File: config.mk
export PLATFORM = sky130hd
export DESIGN_NAME = spi_master
export DESIGN_NICKNAME = d
export VERILOG_FILES = /design/src/rtl/spi_master.sv
export SDC_FILE = /design/constraint.sdc
export NUM_CORES = 1
export LEC_CHECK = 0
export ABC_AREA = 1
export CORE_ASPECT_RATIO = 0.8
export CORE_MARGIN = 1.5
export CORE_UTILIZATION = 36
export CTS_CLUSTER_SIZE = 25
export DETAILED_ROUTE_END_ITERATION = 16
export GPL_TIMING_DRIVEN = 0
export HOLD_SLACK_MARGIN = 0.1
export MAX_ROUTING_LAYER = met4
export SLEW_MARGIN = 0
export SYNTH_ARGS = -nofsm -noshare
export SYNTH_HDL_FRONTEND = slang
export SYNTH_SLANG_ARGS = --single-unit
File: constraint.sdc
create_clock -name clk -period 2.95 [get_ports clk]
set_input_delay 0.59 -clock clk [delete_from_list [all_inputs] [get_ports clk]]
set_output_delay 0.59 -clock clk [all_outputs]
set_load 0.01 [all_outputs]
File: src/rtl/spi_master.sv
// spi_master: SPI mode-0 initiator (CPOL=0, CPHA=0), one full-duplex,
// MSB-first transfer of DATA_WIDTH bits per accepted request.
//
// Parameters
//   DATA_WIDTH  bits per transfer (2..32)
//   CLK_DIV     clk cycles per sck half-period; also the length of the CS
//               setup, CS hold and inter-transfer gap (>= 4)
//
// Ports
//   clk             system clock, rising edge
//   rst             asynchronous reset, active low
//   data_in         word to transmit, sampled in the accepting cycle
//   data_in_valid   start request, accepted only while busy = 0
//   data_out        last received word, held until the next completion
//   data_out_valid  one-cycle pulse when data_out updates
//   busy            transfer in progress; requests dropped while high
//   cs              chip select, active low
//   sck             serial clock, idle low
//   mosi            serial data out
//   miso            serial data in, asynchronous to clk
module spi_master #(
    parameter int DATA_WIDTH = 8,
    parameter int CLK_DIV    = 4
) (
    input  logic                  clk,
    input  logic                  rst,
    input  logic [DATA_WIDTH-1:0] data_in,
    input  logic                  data_in_valid,
    output logic [DATA_WIDTH-1:0] data_out,
    output logic                  data_out_valid,
    output logic                  busy,
    output logic                  cs,
    output logic                  sck,
    output logic                  mosi,
    input  logic                  miso
);

    localparam int CW = $clog2(CLK_DIV);
    localparam int BW = $clog2(DATA_WIDTH);

    typedef enum logic [2:0] {
        IDLE,
        SETUP,
        HIGH,
        LOW,
        HOLD,
        GAP
    } state_t;

    state_t                state, state_n;
    logic [CW-1:0]         half_cnt, half_cnt_n;
    logic [BW-1:0]         bit_cnt, bit_cnt_n;
    logic [DATA_WIDTH-1:0] tx, tx_n;
    logic [DATA_WIDTH-1:0] rx, rx_n;
    logic [DATA_WIDTH-1:0] data_out_n;
    logic                  data_out_valid_n;
    logic                  busy_n, cs_n, sck_n, mosi_n;
    logic                  miso_s1, miso_s2;
    logic                  phase_done;

    assign phase_done = (half_cnt == CW'(CLK_DIV - 1));

    always_ff @(posedge clk or negedge rst) begin
        if (!rst) begin
            state          <= IDLE;
            half_cnt       <= '0;
            bit_cnt        <= '0;
            tx             <= '0;
            rx             <= '0;
            data_out       <= '0;
            data_out_valid <= 1'b0;
            busy           <= 1'b0;
            cs             <= 1'b1;
            sck            <= 1'b0;
            mosi           <= 1'b0;
            miso_s1        <= 1'b0;
            miso_s2        <= 1'b0;
        end else begin
            state          <= state_n;
            half_cnt       <= half_cnt_n;
            bit_cnt        <= bit_cnt_n;
            tx             <= tx_n;
            rx             <= rx_n;
            data_out       <= data_out_n;
            data_out_valid <= data_out_valid_n;
            busy           <= busy_n;
            cs             <= cs_n;
            sck            <= sck_n;
            mosi           <= mosi_n;
            miso_s1        <= miso;
            miso_s2        <= miso_s1;
        end
    end

    always_comb begin
        state_n          = state;
        half_cnt_n       = '0;
        bit_cnt_n        = bit_cnt;
        tx_n             = tx;
        rx_n             = rx;
        data_out_n       = data_out;
        data_out_valid_n = 1'b0;
        busy_n           = busy;
        cs_n             = cs;
        sck_n            = sck;
        mosi_n           = mosi;

        // Half-period counter free-runs 0..CLK_DIV-1 in every active state.
        if (state != IDLE && !phase_done) begin
            half_cnt_n = half_cnt + 1'b1;
        end

        case (state)
            IDLE: begin
                if (data_in_valid) begin
                    state_n   = SETUP;
                    tx_n      = data_in;
                    rx_n      = '0;
                    bit_cnt_n = BW'(DATA_WIDTH - 1);
                    cs_n      = 1'b0;
                    busy_n    = 1'b1;
                    mosi_n    = data_in[DATA_WIDTH-1];
                end
            end
            SETUP: begin
                if (phase_done) begin
                    state_n = HIGH;
                    sck_n   = 1'b1;
                end
            end
            HIGH: begin
                if (phase_done) begin
                    state_n = LOW;
                    sck_n   = 1'b0;
                    // miso_s2 here reflects the pin two cycles earlier.
                    rx_n    = {rx[DATA_WIDTH-2:0], miso_s2};
                    // Rotation keeps every tx bit live; only bit W-2 is
                    // ever presented after the first. Last bit: mosi holds.
                    if (bit_cnt != '0) begin
                        tx_n   = {tx[DATA_WIDTH-2:0], tx[DATA_WIDTH-1]};
                        mosi_n = tx[DATA_WIDTH-2];
                    end
                end
            end
            LOW: begin
                if (phase_done) begin
                    if (bit_cnt == '0) begin
                        state_n = HOLD;
                    end else begin
                        state_n   = HIGH;
                        bit_cnt_n = bit_cnt - 1'b1;
                        sck_n     = 1'b1;
                    end
                end
            end
            HOLD: begin
                if (phase_done) begin
                    state_n          = GAP;
                    cs_n             = 1'b1;
                    data_out_n       = rx;
                    data_out_valid_n = 1'b1;
                end
            end
            GAP: begin
                if (phase_done) begin
                    state_n = IDLE;
                    busy_n  = 1'b0;
                    mosi_n  = 1'b0;
                end
            end
            default: begin
                state_n = IDLE;
            end
        endcase
    end

endmodule

==> metrics.txt, run 1 <==
Max Slew Vio Count=0; H-tree levels=2; TNS Setup=0 ns; layout cell share with drive strength beyond 1=9.886%; CP Capture Type=primary output; Die Area=about 0.0056 sq mm; CTS root buffer=clkbuf_8; DIE HEIGHT=67.26 microns; Static Leak=about 1.1 nW; DR vias/cell=4.498; crit path DAT=approximately 1.4 ns; CTS buffer count=5; Area contributors post-synth=dfrtp_1, nand2_1, inv_1; Synth top area share=a little over 50%; vias in the first global route=approximately 1.4k; crit share post-route=approximately 66%; Setup Buffers After CTS=0; Cell Area, Synth=about 0.0019 sq mm; pin count of the biggest net entering global routing=40; critical path's slowest cell=dfstp_2; DP HPWL=about 2500 microns; Die W=roughly 83 microns; synth-to-layout area growth=21.41%; routability cong.=approximately 0.8; # DRC=0; initial drt markers=56; drt total wl=3628 microns; Core Area=around 0.0050 sq mm; Clk pin slew, worst setup/hold paths=0.08 ns; startpoint types=register; total gr overflow=0; CTS resizes=0; crit path kind=register to primary output; worst endpoint required time=approximately 2.4 ns; FF-to-FF End=tx[2]$_DFFE_PN0P_; total global-route track usage=14.41%; Largest stage delay, worst path=roughly 0.54 ns; cts hold-fix bufs=0; Final Setup Violations=0; global-route wire length before repair=between 6000 and 7000 microns; I/O Pins=25; initial antenna violation count=0; vias=around 1.5k; insertion delay to the later sink of the worst-skew pair=approximately 0.29 ns; CTS Buffer Depth=2; Worst Reg2Reg Path Length in Cells=6; overall power=approximately 0.0019 W; cell taking the most area after synthesis=dfrtp_1; Power per Cell Area=slightly above 800 mW/mm^2; CP max FO=2; antenna viol nets, final=0; clock sink count=39; fmax=514.0 MHz; Yosys reg bits=39; # rows=23; outcome=finished, final reports clean; Post-Syn Area per Cell=8.043 sq um; startpoint of the worst register-to-register path=state[2]$_DFFE_PN0P_; syn nets=246; Pre-antenna DRT Iters=4; antenna diode count=0; RSZ-0062 raised after global routing=false; Synth cell types=23; Ys Warns=0; Worst Hold Endpoint=miso_s2$_DFF_PN0_; Initial Utilization=37.32%; Max-Cap Viols=0; Bufs and invs on worst path=1; WL/cell=roughly 11 microns; Final #Nets=between 200 and 300; worst vdd ir=352.9 uV; worst min-delay path class=register to register; hold depth=0; final hold vios=0; Clock Skews=0.004302 ns; sequential fraction of the synthesis area=roughly 53%; Worst Max-Slew Pin Slew=slightly below 0.9 ns; Port Buffers=24; CTS tree=built; Hold Path Origin=miso_s1$_DFF_PN0_; post-synthesis cell count=231; CP cell instances=clkdlybuf4s50_1; r2r setup slk=1.47 ns; Worst path top cell family by delay=flip-flops; Tmin final=about 1.9 ns; Slew HR=approximately two fifths
[worst reg2reg max path, stage by stage, from the launching register on]
cell	delay [ns]
dfrtp_1	0.47
inv_2	0.17
nand3_4	0.17
o21ai_4	0.32
nand2_4	0.13
nand2_1	0.08
nand2_1	0.05
[cells by family after synthesis]
kind of cell             share of synthesized area (%)
XOR/XNOR                                        0.4715
adder cells (fa/ha/maj)                          2.020
AO/OA/AOI/OAI                                    6.061
flip-flops                                       52.59
AND/OR/NAND/NOR                                  31.92
buffers and inverters                            6.936
[state kept, by name (all words and copies together) (netlist names), 2 cells and up]
| name | flops |
|---|---|
| bit_cnt | 3 |
| data_out | 8 |
| half_cnt | 2 |
| rx | 8 |
| state | 3 |
| tx | 8 |
[cell usage after synthesis (all sizes together)]
| master | number |
|---|---|
| dfstp | 1 |
| nand2 | 104 |
| buf | 4 |
| ha | 3 |
| nor2 | 19 |
| nand3 | 15 |
| dfrtp | 38 |
| inv | 25 |
| xor2 | 1 |
| a21oi | 2 |
| o22ai | 1 |
| nand4 | 1 |
| o21ai | 17 |
[area by class of cell]
type,count,area [sq um]
buffer,4,35.03
clock buffer,6,72.57
clock inverter,2,12.51
fill,511,2723
inverter,25,93.84
multi-input combinational,163,752.0
sequential,39,977.2
tap,62,77.57
timing repair buffer,24,235.2
[power by group]
group	internal [W]	switching (W)
Sequential	0.000672	0.0000762
Combinational	0.000271	0.000491
Clock	0.000165	0.000190
Total	0.00111	0.000757
[stage by stage]
step                      instance area, sq um  worst slack (ns)  instances  hold slack, ns  util [%]
after global routing                      2256            0.9772        325          0.3673     45.31
after global placement                    2176            0.2988        317          0.3392     43.70
after detailed placement                  2171             1.045        317          0.3381     43.60
after floorplan                           1858             1.661        231          0.2944         -
final                                     2256             1.005        325          0.3530     45.31
after CTS                                 2256             1.005        325          0.3567     45.31
[metal layers]
metal | global-route usage [%] | part of all wire, %
met4 | 4.375 | 0
met3 | 3.301 | 2.5
met5 | - | 0
met1 | 18.71 | 54
met2 | 22.87 | 44
[worst max-delay path by stage]
stage	from	endpoint	slack, ns	depth (start not counted)
after global routing	cs$_DFFE_PN1P_	cs	0.98	1
final	cs$_DFFE_PN1P_	cs	1.00	1
after CTS	cs$_DFFE_PN1P_	cs	1.01	1
after detailed placement	data_in_valid	rx[1]$_DFFE_PN0P_	1.04	8
after global placement	rst	tx[2]$_DFFE_PN0P_	0.30	1
after floorplan	bit_cnt[0]$_DFFE_PN0P_	tx[7]$_DFFE_PN0P_	1.66	8
[layout by cell type, fill, tap and decap left out]
cell type	n
inv_1	23
a21oi_1	2
nand2_1	98
dfrtp_1	38
clkinvlp_4	1
inv_2	2
o21ai_4	1
clkbuf_8	5
o22ai_1	1
nand3_1	14
nor2_2	2
clkbuf_1	1
buf_4	1
o21ai_0	15
clkinv_2	1
nand4_1	1
ha_1	3
nand2_2	4
buf_2	2
xor2_1	1
dfstp_2	1
nor2_4	1
nand3_4	1
clkdlybuf4s50_1	23
buf_6	2
nor2_1	16
nand2_4	2
o21ai_1	1
No activity file was read; power rests on OpenSTA's default activity.
==> inputs of run 2 (changes only) <==
Clock period 2.95 ns to 1.95 ns, I/O delays scaled along.
==> results of run 2 <==
The final DEF is identical to that of run 1. Status: finished, final reports clean.
Main changes from that run: setup slack after placement 1.045 ns -> 0.2446 ns; setup slack after layout 1.005 ns -> 0.2046 ns; hold slack 0.3530 ns -> 0.2197 ns; register-to-register setup slack 1.47 ns -> 0.47 ns; total power 0.001865 W -> 0.002821 W; worst IR drop on VDD 352.9 uV -> 533.8 uV
==> inputs of run 3 (changes only) <==
Settings changed: CORE_UTILIZATION 36 to 54, GPL_TIMING_DRIVEN 0 to not set, PLACE_DENSITY set to 0.79.
==> metrics.txt, run 3 (same netlist as run 1, synthesis figures left out) <==
WL/cell=between 10 and 15 microns; I/O Pins=25; total global-route track usage=22.21%; antenna viol nets, final=0; Setup Buffers After CTS=0; Final Setup Violations=0; DR vias/cell=around 5; Finished Cell Area=around 0.0022 sq mm; vias in the first global route=roughly 1.4k; CTS root buffer=clkbuf_8; CTS Buffer Depth=2; DIE HEIGHT=approximately 55 microns; Die W=about 70 microns; clock sink count=39; fmax=approximately 580 MHz; TNS Setup=0 ns; Tmin final=~1.7 ns; crit path kind=register to primary output; PnR worst setup slack=about 0.21 ns; Bufs and invs on worst path=1; RSZ-0062 raised after global routing=false; worst vdd ir=roughly 700 uV; H-tree levels=2; global-route wire length before repair=around 6100 microns; commonest non-fill, non-tap cell in the layout=nand2_1; total gr overflow=0; routability cong.=0.8767; Largest stage delay, worst path=about 0.53 ns; drt total wl=roughly 3500 microns; worst endpoint required time=between 1.5 and 2 ns; WHS=~0.14 ns; Static Leak=1.133 nW; cts hold-fix bufs=0; CP max FO=2; worst min-delay path class=primary input to async pin; synth-to-layout area growth=18.65%; Core Area=between 0.003 and 0.004 sq mm; Initial Utilization=roughly three fifths; CTS resizes=0; crit share post-route=between 80% and 90%; Final #Nets=between 200 and 300; Port Buffers=24; initial drt markers=approximately 140; placed instance area=roughly 0.0021 sq mm; Max-Cap Viols=0; Die Area=0.003804 sq mm; insertion delay to the later sink of the worst-skew pair=about 0.29 ns; CP cell instances=clkdlybuf4s50_1; vias=approximately 1.5k; # rows=18; antenna diode count=0; crit path DAT=about 1.4 ns; CP Capture Type=primary output; CTS tree=built; Worst Max-Slew Pin Slew=around 0.48 ns; outcome=finished, final reports clean; Power per Cell Area=1264 mW/mm^2; layout cell share with drive strength beyond 1=around 8.8%; overall power=~0.0028 W; most frequent cells in the layout=nand2_1, dfrtp_1, inv_1, clkdlybuf4s50_1, nor2_1; Worst path top cell family by delay=flip-flops; Clk pin slew, worst setup/hold paths=~0.07 ns; Largest regs=data_out x8, rx x8, tx x8; CTS buffer count=5; final hold vios=0; filler cell count=between 200 and 300; Max Slew Vio Count=0; worst slack, placed=0.2825 ns; Pre-antenna DRT Iters=4; Clock Skews=around 0.0036 ns; startpoint types=register; pin count of the biggest net entering global routing=40; # DRC=0; DP HPWL=around 2400 microns; critical path's slowest cell=dfstp_2; initial antenna violation count=0; Slew HR=between 60% and 70%
run 3: changes by cell type in the layout (fill, tap and decap cells not counted), sizes merged:
cell,delta
buf,-2
clkbuf,+1
clkinvlp,-1
run 3: layout make-up:
| type | count | area [sq um] | share of cell area [%] |
|---|---|---|---|
| clock buffer | 7 | 76.32 | 3.462 |
| clock inverter | 1 | 5.005 | 0.2270 |
| inverter | 25 | 93.84 | 4.257 |
| multi-input combinational | 163 | 752.0 | 34.11 |
| sequential | 39 | 977.2 | 44.32 |
| tap | 40 | 50.05 | 2.270 |
| timing repair buffer | 26 | 250.2 | 11.35 |
run 3: worst paths after layout:
path                                      start           endpoint  slack (ns)  cells past startpoint
min in group clk              miso_s1$_DFF_PN0_  miso_s2$_DFF_PN0_        0.37                      0
setup reg to reg           state[2]$_DFFE_PN0P_  tx[7]$_DFFE_PN0P_        0.37                      6
max in group asynchronous                   rst     cs$_DFFE_PN1P_        1.46                      2
hold reg to reg               miso_s1$_DFF_PN0_  miso_s2$_DFF_PN0_        0.37                      0
setup / recovery                 cs$_DFFE_PN1P_                 cs        0.21                      1
hold / removal                              rst  tx[1]$_DFFE_PN0P_        0.14                      2
run 3: metal layers:
layer  part of all wire, %  track usage, %
met3                   4.3           4.888
met4                   1.8           7.714
met1                    49           31.04
met2                    45           31.87
met5                     0               -
run 3: power by group:
part / internal, W / switching, W
registers: 0.00102 / 0.000140
clock network: 0.000251 / 0.000278
logic: 0.000391 / 0.000709
run 3: metrics by stage:
step / utilization (%) / std cells
6_report: 69.42 / 301
5_1_grt: 69.42 / 301
2_1_floorplan: - / 231
4_1_cts: 69.42 / 301
3_5_place_dp: 66.86 / 293
3_3_place_gp: 66.86 / 293
